`config.mk`:
```
export PLATFORM = sky130hd
export DESIGN_NAME = pb_debounce_enc
export DESIGN_NICKNAME = d
export VERILOG_FILES = /design/src/rtl/pb_pkg.sv /design/src/rtl/pb_debounce_bit.sv /design/src/rtl/pb_debounce_enc.sv
export SDC_FILE = /design/constraint.sdc
export NUM_CORES = 1
export LEC_CHECK = 0
export BUFFER_PORTS_ARGS = -buffer_cell sky130_fd_sc_hd__buf_2
export CAP_MARGIN = 10
export CORE_MARGIN = 8
export CORE_UTILIZATION = 56
export DETAILED_ROUTE_END_ITERATION = 10
export PLACE_DENSITY_LB_ADDON = 0.25
export SYNTH_ARGS = -nofsm -noshare
export SYNTH_HDL_FRONTEND = slang
export SYNTH_HIERARCHICAL = 1
export SYNTH_SLANG_ARGS = --single-unit
```
`constraint.sdc`:
```
create_clock -name hz100 -period 2.6 [get_ports hz100]
set_input_delay 0 -clock hz100 [delete_from_list [all_inputs] [get_ports hz100]]
set_output_delay 0 -clock hz100 [all_outputs]
set_load 0.02 [all_outputs]
```
`src/rtl/pb_pkg.sv`:
```
// Shared definitions for the pushbutton debouncer / priority encoder.
// Holds the press-tracking state type and the default widths.
package pb_pkg;

    localparam int KEY_W      = 5;
    localparam int NUM_PB_DEF = 21;

    typedef enum logic [1:0] {
        ST_IDLE    = 2'd0,
        ST_PRESSED = 2'd1,
        ST_RELEASE = 2'd2
    } pb_state_e;

endpackage

```
`src/rtl/pb_debounce_bit.sv`:
```
// One pushbutton lane: two-flop synchronizer, stability counter and debounced flop.
// db follows the synchronized level only after it has disagreed long enough.
module pb_debounce_bit
    import pb_pkg::*;
#(
    parameter int STABLE_CYCLES = 3
) (
    input  logic hz100,
    input  logic reset,
    input  logic raw,
    output logic db
);

    logic       sync1_r;
    logic       sync2_r;
    logic       db_r;
    logic [3:0] cnt_r;

    // Synchronize the raw level, then count consecutive disagreeing samples.
    always_ff @(posedge hz100) begin
        if (reset) begin
            sync1_r <= 1'b0;
            sync2_r <= 1'b0;
            db_r    <= 1'b0;
            cnt_r   <= 4'd0;
        end else begin
            sync1_r <= raw;
            sync2_r <= sync1_r;
            if (sync2_r == db_r) begin
                cnt_r <= 4'd0;
            end else if (cnt_r == 4'(STABLE_CYCLES)) begin
                db_r  <= sync2_r;
                cnt_r <= 4'd0;
            end else begin
                cnt_r <= cnt_r + 4'd1;
            end
        end
    end

    assign db = db_r;

endmodule

```
`src/rtl/pb_debounce_enc.sv`:
```
// Debounced pushbutton bank with highest-index encoder, press FSM and press counter.
// One strobe per accepted press; further buttons are ignored until all are released.
module pb_debounce_enc
    import pb_pkg::*;
#(
    parameter int STABLE_CYCLES = 3,
    parameter int NUM_PB        = NUM_PB_DEF
) (
    input  logic              hz100,
    input  logic              reset,
    input  logic [NUM_PB-1:0] pb,
    output logic [KEY_W-1:0]  keycode,
    output logic              strobe,
    output logic              held,
    output logic [7:0]        press_count,
    output logic [NUM_PB-1:0] db
);

    logic [NUM_PB-1:0] db_s;
    pb_state_e         state_r;
    pb_state_e         state_nxt_s;
    logic [KEY_W-1:0]  keycode_r;
    logic [KEY_W-1:0]  keycode_nxt_s;
    logic              strobe_r;
    logic              strobe_nxt_s;
    logic              held_r;
    logic              held_nxt_s;
    logic [7:0]        count_r;
    logic [7:0]        count_nxt_s;

    for (genvar k = 0; k < NUM_PB; k++) begin : g_bit
        pb_debounce_bit #(
            .STABLE_CYCLES(STABLE_CYCLES)
        ) u_bit (
            .hz100(hz100),
            .reset(reset),
            .raw  (pb[k]),
            .db   (db_s[k])
        );
    end

    // Later (higher) indices overwrite earlier ones, so the highest set bit wins.
    function automatic logic [KEY_W-1:0] top_index(input logic [NUM_PB-1:0] v);
        logic [KEY_W-1:0] idx;
        idx = {KEY_W{1'b0}};
        for (int i = 0; i < NUM_PB; i++) begin
            idx = v[i] ? KEY_W'(i) : idx;
        end
        return idx;
    endfunction

    // Next-state and next-output logic for press acceptance.
    always_comb begin
        state_nxt_s   = state_r;
        keycode_nxt_s = keycode_r;
        strobe_nxt_s  = 1'b0;
        count_nxt_s   = count_r;
        case (state_r)
            ST_IDLE: begin
                if (db_s != {NUM_PB{1'b0}}) begin
                    state_nxt_s   = ST_PRESSED;
                    keycode_nxt_s = top_index(db_s);
                    strobe_nxt_s  = 1'b1;
                    count_nxt_s   = count_r + 8'd1;
                end else begin
                    state_nxt_s = ST_IDLE;
                end
            end
            ST_PRESSED: begin
                if (db_s == {NUM_PB{1'b0}}) begin
                    state_nxt_s = ST_RELEASE;
                end else begin
                    state_nxt_s = ST_PRESSED;
                end
            end
            ST_RELEASE: state_nxt_s = ST_IDLE;
            default:    state_nxt_s = ST_IDLE;
        endcase
        held_nxt_s = (state_nxt_s == ST_PRESSED);
    end

    // State and registered outputs.
    always_ff @(posedge hz100) begin
        if (reset) begin
            state_r   <= ST_IDLE;
            keycode_r <= {KEY_W{1'b0}};
            strobe_r  <= 1'b0;
            held_r    <= 1'b0;
            count_r   <= 8'd0;
        end else begin
            state_r   <= state_nxt_s;
            keycode_r <= keycode_nxt_s;
            strobe_r  <= strobe_nxt_s;
            held_r    <= held_nxt_s;
            count_r   <= count_nxt_s;
        end
    end

    assign keycode     = keycode_r;
    assign strobe      = strobe_r;
    assign held        = held_r;
    assign press_count = count_r;
    assign db          = db_s;

endmodule

```
# After elaboration in Yosys (flattened, before gate mapping)
# Index checks and enable logic that the tools add are counted.
[totals] out_inout_bits=36 input_bits=23 register_bits=164 wordCells=248
[classes] bitwise=22 eq_ne=44 n_mux=24 n_reduce_logical=47 n_addsub=22
[op_table] operator="$add A4 B1 Y4 const B" count=21
[op_table] operator="$eq A4 B2 Y1 const B" count=21
[op_table] operator="$reduce_or A3 Y1" count=21
[op_table] operator="$reduce_and A2 Y1" count=22
[op_table] operator="$mux W4" count=8
[op_table] operator="$mux W5" count=5
[op_table] operator="$not A1 Y1" count=22
[op_table] operator="$eq A1 B1 Y1" count=21
[op_table] operator="$logic_not A21 Y1" count=1
[op_table] operator="$reduce_bool A21 Y1" count=1
[op_table] operator="$mux W3" count=4
[op_table] operator="$add A8 B1 Y8 const B" count=1
[op_table] operator="$mux W2" count=3
[op_table] operator="$eq A2 B1 Y1 const B" count=2
[op_table] operator="$pmux W2 S2" count=1
[op_table] operator="$mux W1" count=3
[op_table] operator="$logic_not A2 Y1" count=1
[op_table] operator="$reduce_or A2 Y1" count=1

# Longest topological paths before layout
[depth] word_depth=20 mapped_depth=5 ltp_nobuf=5

# Cells and area by module
# Netlist, hierarchy kept.
[modules_own_cells] module="pb_debounce_bit" area_per_inst_um2=247.7 n_inst=21 cells_each=23
[modules_own_cells] module="pb_debounce_enc" area_per_inst_um2=964.7 n_inst=1 cells_each=107

# Least setup slack after synthesis
# Ideal clock, no wire load.
[synth_path] path_kind="reg-to-reg" from="register g_bit[11].u_bit.db_r" to="register count_r[7], in the netlist press_count[7]" setup_ns=0.121 period_less_slack_ns=1.659 t_required_ns=2.479 slack_ns=0.941 t_arrival_ns=1.537 path_buffers=0 path_stages_with_launch=6 cell_sequence="dfxtp_1 > nor4_4 > nand4_4 > nor2_4 > nor4b_2 > mux2_4"
[synth_between] elab_chain_len=2
[synth_lines] element="start: declaration" line="pb_debounce_bit.sv:16" text="logic db_r;"
[synth_lines] element="start signal: assignment" line="pb_debounce_bit.sv:32" text="db_r <= sync2_r;"
[synth_lines] element="$reduce_bool A21 Y1" line="pb_debounce_enc.sv:60" text="if (db_s != {NUM_PB{1'b0}}) begin"
[synth_lines] element="$reduce_and A2 Y1 (no line)"
[synth_lines] element="end signal: assignment" line="pb_debounce_enc.sv:95" text="count_r <= count_nxt_s;"
[synth_lines] element="end: declaration" line="pb_debounce_enc.sv:28" text="logic [7:0] count_r;"
# Every way passes these cells.
# A chain may end at the register's enable or synchronous reset.

# Final worst setup path
[layout_path] from="register g_bit[3].u_bit.db_r" to="register count_r[7], in the netlist press_count[7]"
[layout_between] elab_chain_len=2
[layout_lines] element="start: declaration" line="pb_debounce_bit.sv:16"
[layout_lines] element="start signal: assignment" line="pb_debounce_bit.sv:32"
[layout_lines] element="$reduce_bool A21 Y1" line="pb_debounce_enc.sv:60"
[layout_lines] element="$reduce_and A2 Y1 (no line)"
# Every way passes these cells.

==> flow_summary.json <==
{
  "synth_edf_count": 0,
  "hold_slack_ns": 0.228,
  "fin_nets": 739,
  "worstHoldPathCells": 3,
  "synth.cell_area_um2": 6170,
  "port_buffers": 58,
  "ir_worst_vdd_v": 0.000513,
  "root_buffer": "clkbuf_8",
  "yosys.cell_count.top_type": "dfxtp_1",
  "min_from": "pb[4]",
  "dieArea_um2": 14600,
  "critPathLaunchType": "flop",
  "r2r_start": "g_bit[3].u_bit/db",
  "drt-total-wl_um": 11600,
  "r2r-end": "press_count[7]",
  "synth_fa_ha_area_frac": 0.0446,
  "p_leak_nw": 2.96,
  "synth_cells": 590,
  "coreArea_um2": 10800,
  "clock_sinks": 164,
  "cap_violations": 0,
  "cp_data_arrival_time_ns": 2.19,
  "synth_top_family_by_area": "simple AND/OR/NAND/NOR gates",
  "min_to": "g_bit[4].u_bit/sync1_r",
  "rsz0062_at_grt": "no",
  "slew_violations": 0,
  "start_util": 0.571,
  "numCtsBuffers": 17,
  "synth_fp_nets": 635,
  "vias": 4234,
  "pin_count": 59,
  "setup_viol": 0,
  "ant_nets": 0,
  "fin_crit_ns": 1.78,
  "dp_hpwl_um": 8040,
  "vias_per_cell": 5.01,
  "synth_mux_area_frac": 0.0381,
  "synth-simple-area-share": 0.247,
  "firstDrtPassIters": 4,
  "worstPathMaxFanout": 10,
  "synth_area_leaders": "dfxtp_1, nor2_1, xnor2_1, nor2b_1, ha_1",
  "switching_share": 0.193,
  "clkTransAtPathRegs_ns": 0.06,
  "grt_usage": 0.165,
  "die_x_um": 121,
  "fmax_mhz": 560,
  "min_path_type": "primary input to flop",
  "p_per_area_nw_per_um2": 674,
  "fill_cells": 810,
  "clockBufferDepth": 2,
  "status": "completed",
  "p_seq_frac": 0.511,
  "fin_setup_tns_ns": 0,
  "total_power_mw": 5.04,
  "drive_above_1_share": 0.167,
  "dieHeight_um": 121,
  "crit_type": "flop to flop",
  "area.sequential_um2": 3280,
  "switching_power_uw": 973,
  "drc": 0,
  "synth_common_cells": "dfxtp_1, nor2_1, nor2b_1",
  "rows": 38,
  "pwr-share-comb": 0.029,
  "worstRegToRegCells": 5,
  "h-tree-depth": 4,
  "synth_xor_area_frac": 0.0937,
  "clock-skew-final_ns": 0.00405,
  "grt_overflow_total": 0,
  "post-route-util": 0.693,
  "grt_pass1_vias": 4222,
  "place.gp.congestion": 0.738,
  "yosysWarnings": 6,
  "syn_avg_cell_area_um2": 10.5,
  "area_delta_synth_final_pct": 21.2,
  "ys_seq_elements": 164,
  "synth_top_area_cell": "dfxtp_1",
  "cts_setup_buffers": 0,
  "hold_viol": 0,
  "synth_compound_area_frac": 0.0288,
  "drt-wirelength-per-cell_um": 13.7,
  "period_share": 0.686,
  "relSlewSlack": 0.662,
  "p_int_mw": 4.07,
  "antenna_found_initial": 0,
  "tightestPinTransition_ns": 0.507,
  "synth_cell_types": 39,
  "grt_max_degree": 65,
  "num_antenna_cells": 0,
  "multi_input_area_um2": 2790,
  "drt_iter0_drc": 147,
  "pwr-share-clk": 0.460,
  "synth.top_cell.area_share": 0.532,
  "grt_pass1_wl_um": 19300,
  "insertion_delay_ns": 0.52,
  "yosysSeqAreaShare": 0.532,
  "cts_tree": "done",
  "worst_setup_path_end_kind": "flop",
  "ys_async_sr_fraction": 0,
  "synth_flop_cell": "dfxtp_1",
  "r2r_slack_ns": 0.82,
  "cp.required_ns": 3.01
}
==> cells by family (layout without fill, tap and decap cells) <==
group	after synthesis	after routing
flip-flops	164	164
AND/OR/NAND/NOR	264	264
adder cells (fa/ha/maj)	22	22
AO/OA/AOI/OAI	26	26
XOR/XNOR	66	66
multiplexers	23	23
buffers and inverters	25	140
==> how the worst max path moves through the flow <==
stage | from | endpoint | depth (start not counted)
6_report | g_bit[3].u_bit/db | press_count[7] | 5
5_1_grt | g_bit[16].u_bit/db | press_count[7] | 5
4_1_cts | g_bit[3].u_bit/db | press_count[7] | 5
3_5_place_dp | g_bit[3].u_bit/db | press_count[7] | 5
3_3_place_gp | g_bit[12].u_bit/db | press_count[7] | 5
2_1_floorplan | g_bit[11].u_bit/db | press_count[7] | 5
==> stage by stage <==
stage          instances  instance area [µm²]  worst slack (ns)
2_1_floorplan        590                 6170             0.941
3_3_place_gp         787                 6650             0.895
3_5_place_dp         787                 6650             0.834
4_1_cts              845                 7480             0.823
5_1_grt              845                 7480             0.722
6_report             845                 7480             0.816
==> layer usage <==
layer / wire [µm] / global-route usage / part of all wire
met5: 0 / 0 / 0
met4: 136 / 0.0609 / 0.012
met2: 5860 / 0.285 / 0.51
met3: 617 / 0.0591 / 0.053
met1: 4940 / 0.182 / 0.43
==> critical path, stage by stage, from the launching register on <==
cell,delay (ns)
dfxtp_1,0.36
nor4_2,0.46
nand4_4,0.20
nor2_4,0.25
nor4b_2,0.09
mux2_4,0.30
==> what timing repair did <==
action | CTS | global route
endpoints found under the hold margin | 42 | 0
hold buffers | 28 | 0
resized for setup | 0 | 0
==> layout make-up <==
class / count / area share
multi-input cells: 401 / 0.373
clock inverters: 5 / 0.0100
well taps: 140 / 0.0234
repair buffers: 87 / 0.0793
clock buffers: 25 / 0.0634
flip-flops and latches: 164 / 0.439
inverters: 23 / 0.0115
==> state kept, by name, indices dropped and copies added (netlist names) <==
register / flops
strobe: 1
g_bit.u_bit/sync2_r: 21
state_r: 2
g_bit.u_bit/cnt_r: 84
press_count: 8
g_bit.u_bit/sync1_r: 21
g_bit.u_bit/db: 21
keycode: 5
held: 1
==> layout by cell type, fill, tap and decap left out, types with 3 or more instances in the layout <==
cell type      count
a21oi_1            7
buf_2             57
clkbuf_1           5
clkbuf_16         16
clkbuf_8           4
clkinv_2           3
dfxtp_1          164
dlygate4sd3_1     28
ha_1              22
inv_1             23
mux2i_1           22
nand2_1            5
nand3_1           23
nand4_1            3
nor2_1           122
nor2b_1           47
nor3_1             6
nor3b_1           21
nor4_4             3
o211ai_1           3
o21ai_0            5
or3_4             21
xnor2_1           42
xor2_1            24
==> power groups by stage <==
stage	Sequential (mW)	Combinational [mW]	Clock [mW]
5_1_grt	2.58	0.160	2.49
3_3_place_gp	2.63	0.107	0
4_1_cts	2.57	0.144	2.38
6_report	2.57	0.144	2.32
3_5_place_dp	2.63	0.111	0
2_1_floorplan	2.62	0.0632	0
Note: power is estimated with default switching activity, not from simulation.
